$ cat src/rtl/cpu_pkg.sv
// Shared CPU definitions: opcode map, fetch FSM states and datapath widths.
package cpu_pkg;

  localparam int PC_W = 8;

  // 5-bit opcodes carried in instruction bits [8:4].
  localparam logic [4:0] OP_ADD  = 5'b00000;
  localparam logic [4:0] OP_SUB  = 5'b00001;
  localparam logic [4:0] OP_AND  = 5'b00010;
  localparam logic [4:0] OP_OR   = 5'b00011;
  localparam logic [4:0] OP_XOR  = 5'b00100;
  localparam logic [4:0] OP_SHL  = 5'b00101;
  localparam logic [4:0] OP_SHR  = 5'b00110;
  localparam logic [4:0] OP_LDI  = 5'b01000;
  localparam logic [4:0] OP_LD   = 5'b01001;
  localparam logic [4:0] OP_ST   = 5'b01010;
  localparam logic [4:0] OP_BEQ  = 5'b10000;
  localparam logic [4:0] OP_BNE  = 5'b10001;
  localparam logic [4:0] OP_JMP  = 5'b10010;
  localparam logic [4:0] OP_HALT = 5'b11010;
  localparam logic [4:0] OP_NOP  = 5'b11011;

  localparam logic [4:0] HALT_OP   = OP_HALT;
  localparam logic [8:0] NOP_INSTR = {OP_NOP, 4'b0000};

  typedef enum logic [1:0] {
    FS_IDLE   = 2'd0,
    FS_RUN    = 2'd1,
    FS_HALTED = 2'd2
  } fetch_state_t;

  function automatic logic [4:0] opcode_of(input logic [8:0] instr);
    return instr[8:4];
  endfunction

endpackage

$ cat src/rtl/fetch_pc_reg.sv
// Program counter with priority reset > load > hold > increment (wraps).
module fetch_pc_reg #(
  parameter int              PC_W     = 8,
  parameter logic [PC_W-1:0] RESET_PC = '0
) (
  input  logic            clk,
  input  logic            rst_n,
  input  logic            load,
  input  logic [PC_W-1:0] load_pc,
  input  logic            hold,
  output logic [PC_W-1:0] pc
);

  logic [PC_W-1:0] pc_d, pc_q;

  // Next PC selection; increment wraps naturally at all-ones.
  always_comb begin
    pc_d = pc_q;
    if (load)       pc_d = load_pc;
    else if (!hold) pc_d = pc_q + PC_W'(1);
  end

  // PC register with synchronous reset.
  always_ff @(posedge clk) begin
    if (!rst_n) pc_q <= RESET_PC;
    else        pc_q <= pc_d;
  end

  assign pc = pc_q;

endmodule

$ cat src/rtl/instr_fetch.sv
// Instruction fetch stage: PC, synchronous imem control and IF/ID register.
// Handshake: there is no backpressure handshake; stall=1 freezes the stage
// for that cycle, redirect_valid=1 is a one-cycle command that flushes and
// reloads the PC, and instr_valid=0 marks a bubble in IF/ID.
module instr_fetch
  import cpu_pkg::*;
#(
  parameter int              PC_W      = cpu_pkg::PC_W,
  parameter logic [PC_W-1:0] RESET_PC  = '0,
  parameter logic [8:0]      NOP_INSTR = cpu_pkg::NOP_INSTR,
  parameter logic [4:0]      HALT_OP   = cpu_pkg::HALT_OP
) (
  input  logic            clk,
  input  logic            rst_n,
  input  logic            go,
  input  logic            stall,
  input  logic            redirect_valid,
  input  logic [PC_W-1:0] redirect_pc,
  output logic [PC_W-1:0] imem_addr,
  output logic            imem_en,
  input  logic [8:0]      imem_rdata,
  output logic [8:0]      instr_out,
  output logic            instr_valid,
  output logic [PC_W-1:0] pc_out,
  output logic            halted,
  output fetch_state_t    state_dbg
);

  fetch_state_t    state_q, state_d;
  logic [PC_W-1:0] pc_q;

  logic            inflight_vld_q, inflight_vld_d;
  logic [PC_W-1:0] inflight_pc_q, inflight_pc_d;

  logic            ifid_vld_q, ifid_vld_d;
  logic [8:0]      ifid_instr_q, ifid_instr_d;
  logic [PC_W-1:0] ifid_pc_q, ifid_pc_d;

  // advance: the pipeline moves one slot this cycle.
  logic advance, redir_take, halt_hit;
  assign advance    = (state_q == FS_RUN) && !stall && !redirect_valid;
  assign redir_take = redirect_valid && (state_q != FS_IDLE);
  // A halt only counts once it is actually latched into IF/ID.
  assign halt_hit   = advance && inflight_vld_q && (opcode_of(imem_rdata) == HALT_OP);

  fetch_pc_reg #(
    .PC_W     (PC_W),
    .RESET_PC (RESET_PC)
  ) u_pc (
    .clk     (clk),
    .rst_n   (rst_n),
    .load    (redir_take),
    .load_pc (redirect_pc),
    .hold    (!advance || halt_hit),
    .pc      (pc_q)
  );

  // FSM state register.
  always_ff @(posedge clk) begin
    if (!rst_n) state_q <= FS_IDLE;
    else        state_q <= state_d;
  end

  // FSM next-state: go starts, halt parks, an older redirect resumes.
  always_comb begin
    state_d = state_q;
    case (state_q)
      FS_IDLE:   if (go) state_d = FS_RUN;
      FS_RUN:    if (!redirect_valid && halt_hit) state_d = FS_HALTED;
      FS_HALTED: if (redirect_valid) state_d = FS_RUN;
      default:   state_d = FS_IDLE;
    endcase
  end

  // FSM outputs: memory only reads when the pipeline advances.
  always_comb begin
    imem_en = advance;
    halted  = (state_q == FS_HALTED);
  end

  // Next values for the in-flight tag and the IF/ID register.
  always_comb begin
    inflight_vld_d = inflight_vld_q;
    inflight_pc_d  = inflight_pc_q;
    ifid_vld_d     = ifid_vld_q;
    ifid_instr_d   = ifid_instr_q;
    ifid_pc_d      = ifid_pc_q;
    if (redir_take) begin
      inflight_vld_d = 1'b0;
      ifid_vld_d     = 1'b0;
      ifid_instr_d   = NOP_INSTR;
    end else if (state_q == FS_HALTED) begin
      ifid_vld_d   = 1'b0;
      ifid_instr_d = NOP_INSTR;
    end else if (advance) begin
      // The fetch issued alongside a halt is dropped; PC holds on it.
      inflight_vld_d = !halt_hit;
      inflight_pc_d  = pc_q;
      ifid_vld_d     = inflight_vld_q;
      ifid_instr_d   = inflight_vld_q ? imem_rdata : NOP_INSTR;
      ifid_pc_d      = inflight_pc_q;
    end
  end

  // In-flight tag and IF/ID registers.
  always_ff @(posedge clk) begin
    if (!rst_n) begin
      inflight_vld_q <= 1'b0;
      inflight_pc_q  <= RESET_PC;
      ifid_vld_q     <= 1'b0;
      ifid_instr_q   <= NOP_INSTR;
      ifid_pc_q      <= '0;
    end else begin
      inflight_vld_q <= inflight_vld_d;
      inflight_pc_q  <= inflight_pc_d;
      ifid_vld_q     <= ifid_vld_d;
      ifid_instr_q   <= ifid_instr_d;
      ifid_pc_q      <= ifid_pc_d;
    end
  end

  assign imem_addr   = pc_q;
  assign instr_out   = ifid_instr_q;
  assign instr_valid = ifid_vld_q;
  assign pc_out      = ifid_pc_q;
  assign state_dbg   = state_q;

endmodule

$ cat config.mk
export PLATFORM = sky130hd
export DESIGN_NAME = instr_fetch
export DESIGN_NICKNAME = d
export VERILOG_FILES = /design/src/rtl/cpu_pkg.sv /design/src/rtl/fetch_pc_reg.sv /design/src/rtl/instr_fetch.sv
export SDC_FILE = /design/constraint.sdc
export NUM_CORES = 1
export LEC_CHECK = 0
export CAP_MARGIN = 20
export CORE_MARGIN = 5
export CORE_UTILIZATION = 46
export CTS_CLUSTER_SIZE = 14
export DETAILED_ROUTE_END_ITERATION = 8
export PLACE_DENSITY = 0.77
export RECOVER_POWER = 50
export SLEW_MARGIN = 5
export SYNTH_ARGS = -nofsm -noshare
export SYNTH_HDL_FRONTEND = slang
export SYNTH_HIERARCHICAL = 1
export SYNTH_SLANG_ARGS = --single-unit
$ cat constraint.sdc
create_clock -name clk -period 2.7 [get_ports clk]
set_input_delay 0.675 -clock clk [delete_from_list [all_inputs] [get_ports clk]]
set_output_delay 0.675 -clock clk [all_outputs]
set_load 0.02 [all_outputs]
==> results of run 1 <==
[synthesized netlist by cell type, types with 2 or more instances]
master	n	area, sq um
buf_2	3	15.01
a31oi_1	4	25.02
clkbuf_1	4	15.01
inv_1	4	15.01
a21oi_1	6	30.03
nand2_1	46	172.7
dfxtp_1	37	740.7
or3_1	3	18.77
mux2i_1	2	20.02
buf_6	3	33.78
nor3b_1	3	22.52
nor2_1	8	30.03
buf_8	2	30.03
xor2_1	2	17.52
o21ai_0	16	80.08
nand3_1	7	35.03
and2_1	3	18.77
a21boi_1	12	90.09
nand2b_1	2	12.51
a21boi_0	4	30.03
[timing repair]
item / in CTS / in global routing
gates resized for setup: 2 / 1
pin swaps: 0 / 0
endpoints found under the setup margin: 1 / 1
[where the power goes]
group / internal [mW] / switching (mW)
combinational: 0.0669 / 0.0580
sequential: 0.556 / 0.0167
clock: 0.104 / 0.167
[area by class of cell]
type,instances,area [sq um]
multi-input cells,138,809.5
flip-flops and latches,37,740.7
well taps,46,57.56
clock buffers,8,48.80
inverters,5,20.02
repair buffers,60,570.5
fillers,305,1169
[layer usage]
layer	wire [microns]	part of all wire, %
met1	1673	45
met2	1781	48
met3	197	5.3
met4	36	0.98
met5	0	0
[per-stage QoR]
| stage | instance area (sq um) | utilization [%] | cells | TNS, ns |
|---|---|---|---|---|
| after global placement | 2210 | 64.69 | 286 | -0.6306 |
| after detailed placement | 2210 | 64.69 | 286 | -0.8954 |
| final | 2247 | 65.79 | 294 | 0 |
| after CTS | 2258 | 66.12 | 294 | 0 |
| after floorplan | 1668 | - | 192 | 0 |
| after global routing | 2247 | 65.79 | 294 | 0 |
[path summary, 6_finish.rpt]
kind,endpoint,slack [ns],cells past startpoint
worst max-delay path,imem_en,0.15,4
worst min-delay path,instr_out[1],0.45,2
worst max register to register,u_pc/pc[6],0.60,7
worst min register to register,instr_out[1],0.45,2
[cell families after synthesis]
group	Yosys count	share of synthesized area, %
mux	2	1.200
buf+inv	17	7.051
xor+xnor	3	1.576
compound gates	50	19.96
flops	37	44.41
simple gates	82	25.06
fa+ha+maj	1	0.7501
[worst register-to-register path, delay by kind of cell (launching register included)]
kind                   cells  cell delay, ns
DFF                        1            0.32
AOI/OAI and AO/OA          2            0.36
buffers and inverters      2            0.24
and+or+nand+nor            3            1.12
[state kept, by name (all words and copies together), names as in the netlist]
| register | count |
|---|---|
| instr_out | 9 |
| inflight_pc_q | 8 |
| pc_out | 8 |
| u_pc/pc | 8 |
| state_dbg | 2 |
| inflight_vld_q | 1 |
| instr_valid | 1 |
==> impl_metrics.csv, run 1 <==
group,metric,value,unit
outcome,status,"finished clean",
worst_setup_path,crit_slowest_cell,"or4b_1",
worst_setup_path,r2r_start,"state_dbg[1]",
cells_and_area,synthToLayoutAreaGrowth,34.73,%
global_route,grt_max_degree,30,
timing,relSlewSlack,60.37,%
yosys,synth_edf_count,0,
yosys,postSynthAreaPerCell,8.687,sq um
power,vdd_drop_max,0.0002903,V
worst_setup_path,cp.arrival,1.87,ns
global_route,grt-busiest-layer,"met2",
worst_setup_path,crit_required,2.03,ns
cells_and_area,fin_nets,270,
timing,fmax,0.3924,GHz
worst_setup_path,cpPeakStageDelay,0.54,ns
placement,place_congestion,0.7207,
yosys,ys_seq_area_share,44.41,%
placement,pre_cts_slack,-0.2925,ns
yosys,ys_ff_latch,37,
yosys,yosysUniqueCellTypes,41,
route,ant_nets,0,
route,drtIter0Drc,115,
timing,finalCriticalPeriod,2.548,ns
floorplanning,coreArea,3416,sq um
placement,dp_hpwl,2.715,mm
cts,cts_buffers,5,
hold_path,hold_start,"instr_out[1]",
global_route,grt_usage,14.78,%
yosys,async_flop_share,0,%
cts,worstSkewPairLatency,0.32,ns
timing,fin_skew,0.006896,ns
global_route,antenna_found_initial,0,
cts,post_cts_buffers,0,
cells_and_area,final_common_cell,"nand2_1",
yosys,synth_cells,192,
timing,layout_setup_ws,0.1518,ns
global_route,grt_pass1_vias,1271,
route,drc,0,
timing,rsz0062_at_grt,"false",
cells_and_area,diodes,0,
cts,clockBufferDepth,2,
timing,holdWs,0.4503,ns
worst_setup_path,crit_fanout,2,
timing,setup_viol,0,
job,drv_cap,0,
floorplanning,fp.dieW,70.22,microns
worst_setup_path,crit_buf_inv,3,
timing,drv_slew,0,
placement,portBuffers,51,
floorplanning,fp.dieH,70.22,microns
floorplanning,start_util,48.83,%
cts,root_buffer,"clkbuf_4",
timing,tightest_slew,0.5926,ns
route,vias,1470,
worst_setup_path,crit_type,"in -> out",
yosys,synthesis.nets,215,
global_route,grt_pass1_wl,5.878,mm
power,power_density,431.0,nW/um^2
global_route,grtUsageMet1,18.28,%
cells_and_area,drive_gt1_share,8.468,%
route,dr.pass1.iters,4,
power,totalPowerFinal,0.9686,mW
worst_setup_path,cp_cell_sequence,"clkdlybuf4s50_1 -> or4b_1 -> clkinvlp_2 -> clkbuf_2",
global_route,overflow,0,
yosys,yosysWarningCount,6,
route,via_per_inst,5.000,
global_route,grtUsageMet2,24.76,%
worst_setup_path,crit_start,"stall",
route,wl_per_cell,12.55,microns
timing,finalHoldViolCount,0,
cts,clk_pin_slew,0.10,ns
worst_setup_path,cp-start-kind,"primary input",
global_route,grt_util_met3,3.874,%
yosys,synth_top_flop_cell,"dfxtp_1",
worst_setup_path,cpLargestDelayFamily,"buffers and inverters",
worst_setup_path,endpoint_kind,"output port",
cts,clock-sinks,37,
yosys,syn-cell-area,1668,sq um
floorplanning,ios,52,
timing,period_share,94.38,%
cts,cts_tree,"yes",
floorplanning,die-area,4930,sq um
route,wirelength,3.689,mm
cells_and_area,most-common-layout-cells,"nand2_1, dfxtp_1, clkdlybuf4s50_1",
cts,htree_levels,2,
cts,hold_buffers,0,
power,leakagePower,0.8602,nW
floorplanning,rows,21,
hold_path,hold_class,"reg -> reg",
(Power assumes the default switching activity.)
==> run 2, diff against run 1 <==
- REMOVE_ABC_BUFFERS: default -> 1
==> impl_metrics.csv, run 2 (synthesis gave the netlist of run 1 again) <==
group,metric,value,unit
outcome,status,"finished clean",
route,ant_nets,0,
hold_path,hold_class,"reg -> reg",
cts,htree_levels,2,
global_route,grt_max_degree,30,
global_route,overflow,0,
timing,rsz0062_at_grt,"false",
cells_and_area,diodes,0,
timing,tightest_slew,0.5747,ns
worst_setup_path,cp-start-kind,"primary input",
cts,root_buffer,"clkbuf_4",
floorplanning,ios,52,
worst_setup_path,r2r_setup_slack,0.52,ns
route,vias,1520,
timing,fmax,0.3901,GHz
route,drc,0,
global_route,grt_usage,16.01,%
power,vdd_drop_max,0.0003545,V
cts,cts_buffers,5,
cells_and_area,multiInputGateArea,809.5,sq um
floorplanning,coreArea,3416,sq um
timing,setup_viol,0,
worst_setup_path,crit_fanout,2,
placement,dp_hpwl,2.704,mm
timing,relSlewSlack,61.68,%
timing,fin_skew,0.007539,ns
cells_and_area,most-common-layout-cells,"nand2_1, dfxtp_1, clkdlybuf4s50_1",
route,dr.pass1.iters,4,
floorplanning,start_util,48.83,%
floorplanning,fp.dieW,70.22,microns
placement,pre_cts_slack,-0.2902,ns
cells_and_area,drive_gt1_share,10.00,%
worst_setup_path,crit_type,"in -> out",
global_route,grt_pass1_vias,1422,
route,via_per_inst,5.135,
worst_setup_path,crit_required,2.03,ns
cells_and_area,largest_reg_flops,9,
placement,place_congestion,0.8250,
timing,finalHoldViolCount,0,
route,drtIter0Drc,96,
cts,cts_tree,"yes",
job,drv_cap,0,
cts,hold_buffers,0,
worst_setup_path,worstRegToRegCells,8,
cts,clk_pin_slew,0.10,ns
floorplanning,die-area,4930,sq um
timing,finalCriticalPeriod,2.563,ns
cells_and_area,final_common_cell,"nand2_1",
timing,layout_setup_ws,0.1368,ns
route,wl_per_cell,12.61,microns
cells_and_area,synthToLayoutAreaGrowth,37.66,%
worst_setup_path,cp.arrival,1.89,ns
hold_path,hold_path_depth,2,
cells_and_area,fin_nets,272,
cts,clock-sinks,37,
cts,post_cts_buffers,0,
cells_and_area,regArea,740.7,sq um
floorplanning,fp.dieH,70.22,microns
timing,period_share,94.93,%
cts,worstSkewPairLatency,0.34,ns
timing,drv_slew,0,
placement,place_inst,288,
worst_setup_path,endpoint_kind,"output port",
power,power_density,477.1,nW/um^2
power,leakagePower,0.8853,nW
global_route,grt_pass1_wl,6.417,mm
cells_and_area,fin_cells,296,
global_route,antenna_found_initial,0,
floorplanning,rows,21,
placement,portBuffers,51,
cells_and_area,fillCellCount,291,
cts,clockBufferDepth,2,
route,wirelength,3.733,mm
power,totalPowerFinal,1.095,mW
run 2: cell types whose count changed in the layout (fill, tap and decap cells not counted), sizes merged:
cell           previous run  this run
bufinv                    0         1
clkdlybuf4s50            31        32
buf                       7         8
dlygate4sd3              19        18
run 2: worst paths after layout:
| path | to | startpoint |
|---|---|---|
| worst max-delay path | imem_en | stall |
| worst min-delay path | pc_out[0] | pc_out[0] |
| worst max register to register | u_pc/pc[7] | state_dbg[1] |
| worst min register to register | pc_out[0] | pc_out[0] |
run 2: through the flow:
step / utilization (%) / TNS (ns) / hold slack [ns] / instance area, sq um
floorplan: - / -0.8615 / 0.4310 / 1574
global placement: 65.13 / -0.7061 / 0.4387 / 2225
detailed placement: 65.13 / -0.7021 / 0.4453 / 2225
CTS: 67.62 / 0 / 0.4609 / 2310
global route: 67.22 / 0 / 0.4811 / 2296
finish: 67.22 / 0 / 0.4562 / 2296
run 2: final cells by class:
cell class                      count  area share [%]
Multi-Input combinational cell    138           35.26
Sequential cell                    37           32.26
Timing Repair Buffer               62           25.40
Tap cell                           46           2.507
Clock buffer                        7           2.398
Clock inverter                      1           1.308
Inverter                            5          0.8719
run 2: worst max-delay path, cell delays in order:
cell             delay, ns
clkdlybuf4s50_1       0.39
or4b_1                0.54
clkinvlp_2            0.12
clkbuf_2              0.16
run 2: where the power goes:
part           switching [mW]  internal, mW
Combinational          0.0602        0.0690
Sequential             0.0154         0.556
Clock                   0.174         0.221
run 2: repair_timing:
action / CTS / global route
setup endpoints to repair: 1 / 1
gates resized for setup: 2 / 1
gates cloned: 0 / 0
run 2: metal layers:
| metal | global-route usage (%) | vias to the layer above | wire (microns) |
|---|---|---|---|
| met4 | 5.106 | 0 | 49 |
| met1 | 21.44 | 688 | 1781 |
| met2 | 24.03 | 56 | 1604 |
| met3 | 5.595 | 6 | 298 |
| li1 | - | 770 | - |
| met5 | 0 | - | 0 |
==> run 3, diff against run 2 <==
- CAP_MARGIN: 20 -> 5
- CTS_CLUSTER_SIZE: 14 -> default
==> results of run 3 <==
Same layout as run 2: the final DEF is identical, and so are final timing and power.
==> variant 1: new RTL, config.mk and constraints of run 1 <==
`PC_W` is set to 8 in 2 places; all go to 7.
--- a/src/rtl/cpu_pkg.sv
+++ b/src/rtl/cpu_pkg.sv
@@ -1,7 +1,7 @@
 // Shared CPU definitions: opcode map, fetch FSM states and datapath widths.
 package cpu_pkg;
 
-  localparam int PC_W = 8;
+  localparam int PC_W = 7;
 
   // 5-bit opcodes carried in instruction bits [8:4].
   localparam logic [4:0] OP_ADD  = 5'b00000;
--- a/src/rtl/fetch_pc_reg.sv
+++ b/src/rtl/fetch_pc_reg.sv
@@ -1,6 +1,6 @@
 // Program counter with priority reset > load > hold > increment (wraps).
 module fetch_pc_reg #(
-  parameter int              PC_W     = 8,
+  parameter int              PC_W     = 7,
   parameter logic [PC_W-1:0] RESET_PC = '0
 ) (
   input  logic            clk,
Ports: changed (resized imem_addr, pc_out and redirect_pc); port bits go from 52 to 49. No check against the original RTL was run, so the function may have changed too.
==> variant 1 against run 1 <==
  * Clock power grew 74%
  * Fmax shrank 1.8%
  * Via count shrank 10%
  * Cell area shrank 7.0%
  * Setup slack lost 0.047 ns
  * Total power grew 16%
  * Largest power group unchanged
  * Area after synthesis shrank 11%
  * Routed wire length shrank 2.2%
  * Sequential cell count shrank 3
  * Sequential power shrank 7.7%
  * Core utilization grew 2.1 points
  * Critical path depth grew 4
==> variant 1: results (changes against run 1) <==
Run status - finished clean
Layout clock area frac - 5.09% (+2.9 points)
Max-slew headroom at the worst pin - 67.2% (+6.8 points)
DR iter-0 viols - 47 (-59%)
Non-clock buffer count - 53 (-12%)
Final wirelength - 3.61 mm (-2.2%)
Clock buffer count from CTS - 5 (unchanged)
Clock sink count - 34 (-8.1%)
Share of the final layout cell area in sequential cells - 32.6% (-0.41 points)
Fraction of area in multi-input gates - 34.2% (-1.8 points)
Maximum number of pins on one net before global-route repair - 27 (-10%)
Final estimated routing congestion in global placement - 0.830 (+15%)
Largest cells by area after synthesis - dfxtp_1 46%, nand2_1 11%, a21boi_1 6.1%
Switching power - 0.000253 W (+4.6%)
Clock network power share - 42.1% (+14 points)
Area of the multi-input gates - 716 um^2 (-12%)
Post-DR vias/cell - 4.95 (-0.90%)
Leakage power of the design - 0.786 nW (-8.6%)
Buffering overhead - 24.4% (-0.97 points)
Post-synth top cells - 42 x nand2_1, 34 x dfxtp_1, 12 x a21boi_1
Post-synthesis net count - 191 (-11%)
Multi-input combinational gate total - 123 (-11%)
Later-pin clock latency in the skew report - 0.35 ns (+0.03 ns)
Non-clock inverter count in the final layout - 4 (-1)
GRT met3 Usage - 5.56% (+1.7 points)
Met2 WL - 1.86 mm (+4.4%)
HPWL after detailed placement - 2.56 mm (-5.7%)
CP max stage delay - 0.57 ns (+0.03 ns)
Largest vdd supply drop - 0.000296 V (+2.1%)
Post-detailed-route wirelength per cell - 13.6 um (+8.1%)
Biggest fanout along the worst timing path - 26 (+24)
Arrival time of the worst setup path - 2.83 ns (+0.96 ns)
Via count of the first global-routing pass - 1311 (+3.1%)
Fillers - 276 (-9.5%)
Count of nets after finishing - 243 (-10%)
Number of different library cells in the post-synthesis netlist - 34 (-17%)
Total Routing Usage GR - 18.0% (+3.2 points)
Global-route wire length before repair - 6.07 mm (+3.2%)
Met1 GRT Util - 19.1% (+0.79 points)
Sequential cell area fraction in the yosys report - 45.9% (+1.5 points)
Maximum clock skew at final layout - 0.00911 ns (+0.00221 ns)
Post-route met1 wirelength - 1.50 mm (-10%)
Instance count after placement with tap cells included - 258 (-9.8%)
Post_cts resized - 3 (+1)
Share of layout cells above drive strength 1 - 8.11% (-0.36 points)
Synth Area per Inst - 8.77 um^2 (+0.91%)
Instance area after placement - 1990 um^2 (-10%)
Post-Place Setup Slack - -0.362 ns (-0.0698 ns)
Port buffer count - 48 (-5.9%)
Critical-path top delay cell - or4b_4
variant 1: final timing paths:
check | from | end | slack (ns) | depth (start not counted)
worst max-delay path | stall | u_pc/pc[6] | 0.10 | 8
worst min-delay path | pc_out[4] | pc_out[4] | 0.46 | 2
worst max register to register | state_dbg[1] | u_pc/pc[6] | 0.42 | 7
worst min register to register | pc_out[4] | pc_out[4] | 0.46 | 2
variant 1: per-stage QoR:
stage | utilization, % | total power [W]
finish | 67.9 | 0.00112
CTS | 68.2 | 0.00113
global placement | 64.6 | 0.000655
global route | 67.9 | 0.00117
detailed placement | 64.6 | 0.000658
floorplan | - | 0.000596
variant 1: cells by family (layout without fill, tap and decap cells):
family          after synthesis  after routing  synth area share (%)
compound gates               39             39                  17.1
xor+xnor                      4              4                  2.37
fa+ha+maj                     1              1                 0.844
buf+inv                      12             65                  6.00
flops                        34             34                  45.9
mux                           2              2                  1.35
simple gates                 77             77                  26.4
==> variant 2: new RTL, flow settings as in run 1 <==
Without the edit above. Make the reset (`rst_n`) asynchronous in 3 clocked blocks. Comments in the files are not updated.
--- a/src/rtl/fetch_pc_reg.sv
+++ b/src/rtl/fetch_pc_reg.sv
@@ -21,7 +21,7 @@
   end
 
   // PC register with synchronous reset.
-  always_ff @(posedge clk) begin
+  always_ff @(posedge clk or negedge rst_n) begin
     if (!rst_n) pc_q <= RESET_PC;
     else        pc_q <= pc_d;
   end
--- a/src/rtl/instr_fetch.sv
+++ b/src/rtl/instr_fetch.sv
@@ -56,7 +56,7 @@
   );
 
   // FSM state register.
-  always_ff @(posedge clk) begin
+  always_ff @(posedge clk or negedge rst_n) begin
     if (!rst_n) state_q <= FS_IDLE;
     else        state_q <= state_d;
   end
@@ -103,7 +103,7 @@
   end
 
   // In-flight tag and IF/ID registers.
-  always_ff @(posedge clk) begin
+  always_ff @(posedge clk or negedge rst_n) begin
     if (!rst_n) begin
       inflight_vld_q <= 1'b0;
       inflight_pc_q  <= RESET_PC;
Behaviour: differs if rst_n is asserted again (counterexample within 4 cycles, from zero or initial values and one cycle with rst_n low); with rst_n held inactive, the same outputs for 10 cycles.
==> variant 2 against run 1 <==
  * Setup slack better by 0.0012 ns
  * Critical path depth down 1
  * Global-route usage up 1.4 points
  * Cell area up 0.78%
  * Routed wire length down 0.92%
  * Sequential cell count unchanged
  * Register-to-register slack better by 0.02 ns
  * The flow now finishes with violations (capacitance limit, slew limit)
  * Cell count down 21%
  * Critical endpoint unchanged
  * Non-clock buffer count down 5
  * Critical path type unchanged
  * Area after synthesis down 2.7%
Power is not compared: it rests on default switching activity, and its combinational part moved more than twofold at a synthesized area within 25%.
==> variant 2: results (changes against run 1) <==
Number of cells on the worst reg-to-reg path - 6 (-1)
Count of nets after finishing - 207 (-23%)
Number of maximum-capacitance constraint violations - 1 (+1)
Xor and xnor area share after synthesis - 2.16% (+0.58 points)
Instance count after placement with tap cells included - 223 (-22%)
Final wirelength - 3.66 mm (-0.92%)
Hold_ws - 0.497 ns (+0.0467 ns)
Vias after detailed routing - 1209 (-18%)
Maximum number of pins on one net before global-route repair - 38 (+27%)
Instance area after placement - 2180 um^2 (-1.3%)
Violated checks - capacitance limit, slew limit
Later-pin clock latency in the skew report - 0.34 ns (+0.02 ns)
Maximum clock skew at final layout - 0.00372 ns (-0.00318 ns)
Reg2Reg Setup Slack - 0.62 ns (+0.02 ns)
Post-synth top cells - 33 x dfrtp_1, 15 x mux2_2, 10 x nand2_1
Run status - complete, but fails checks
Post-DR vias/cell - 5.23 (+4.7%)
Critical register-to-register path endpoint - u_pc/pc[7]
Share of synthesized area spent on multiplexers - 11.7% (+11 points)
Post-route met1 wirelength - 1.62 mm (-3.2%)
Share of async-settable or async-resettable flops after synthesis - 100% (+100 points)
Minimum period implied by the final worst setup slack - 2.55 ns (-0.00124 ns)
Met3 layer wire length in the routed design - 265 um (+35%)
Global-route wire length before repair - 6.26 mm (+6.5%)
Share of layout cells above drive strength 1 - 18.9% (+10 points)
Post-synthesis net count - 149 (-31%)
Total Routing Usage GR - 16.2% (+1.4 points)
Final number of max-transition violations - 38 (+38)
Compound-gate portion of the synthesized area - 12.0% (-7.9 points)
==> variant 2: cell count changes after synthesis, sizes merged, moves of 4 or more <==
cell / before / now
o21ai: 16 / 6
a21oi: 7 / 1
a22o: 0 / 5
nor2: 8 / 2
dfrtp: 0 / 33
buf: 8 / 4
clkbuf: 4 / 0
dfstp: 0 / 4
nand2: 46 / 11
mux2: 0 / 16
dfxtp: 37 / 0
a31oi: 4 / 0
a21boi: 16 / 1
==> variant 2: layout make-up <==
cell class / count / area (um^2)
Clock inverter: 2 / 37.5
Clock buffer: 6 / 51.3
Inverter: 4 / 15.0
Tap cell: 46 / 57.6
Timing Repair Buffer: 55 / 533
Sequential cell: 37 / 931
Multi-Input combinational cell: 81 / 639
Fill cell: 279 / 1100
==> variant 2: worst max-delay path, stage by stage <==
cell	delay, ns
dlygate4sd3_1	0.59
nor4b_4	0.24
dlygate4sd2_1	0.37
==> variant 2: worst min path at each step <==
stage	endpoint	cells after the start	startpoint
finish	instr_valid	1	instr_valid
global route	instr_valid	1	instr_valid
CTS	inflight_vld_q	1	rst_n
detailed placement	instr_valid	1	instr_valid
global placement	instr_valid	1	instr_valid
floorplan	inflight_pc_q[0]	0	rst_n
==> variant 2: cell families (layout without fill, tap and decap cells) <==
group,Yosys count,in the layout
flip-flops,37,37
AND/OR/NAND/NOR,33,33
AO/OA/AOI/OAI,26,26
multiplexers,17,17
buffers and inverters,8,67
XOR/XNOR,4,4
adder cells (fa/ha/maj),1,1
==> variant 2: metal layers <==
metal / up-vias / track usage (%)
li1: 576 / -
met1: 584 / 20.0
met2: 41 / 26.2
met3: 8 / 6.23
met4: 0 / 5.21
met5: - / 0
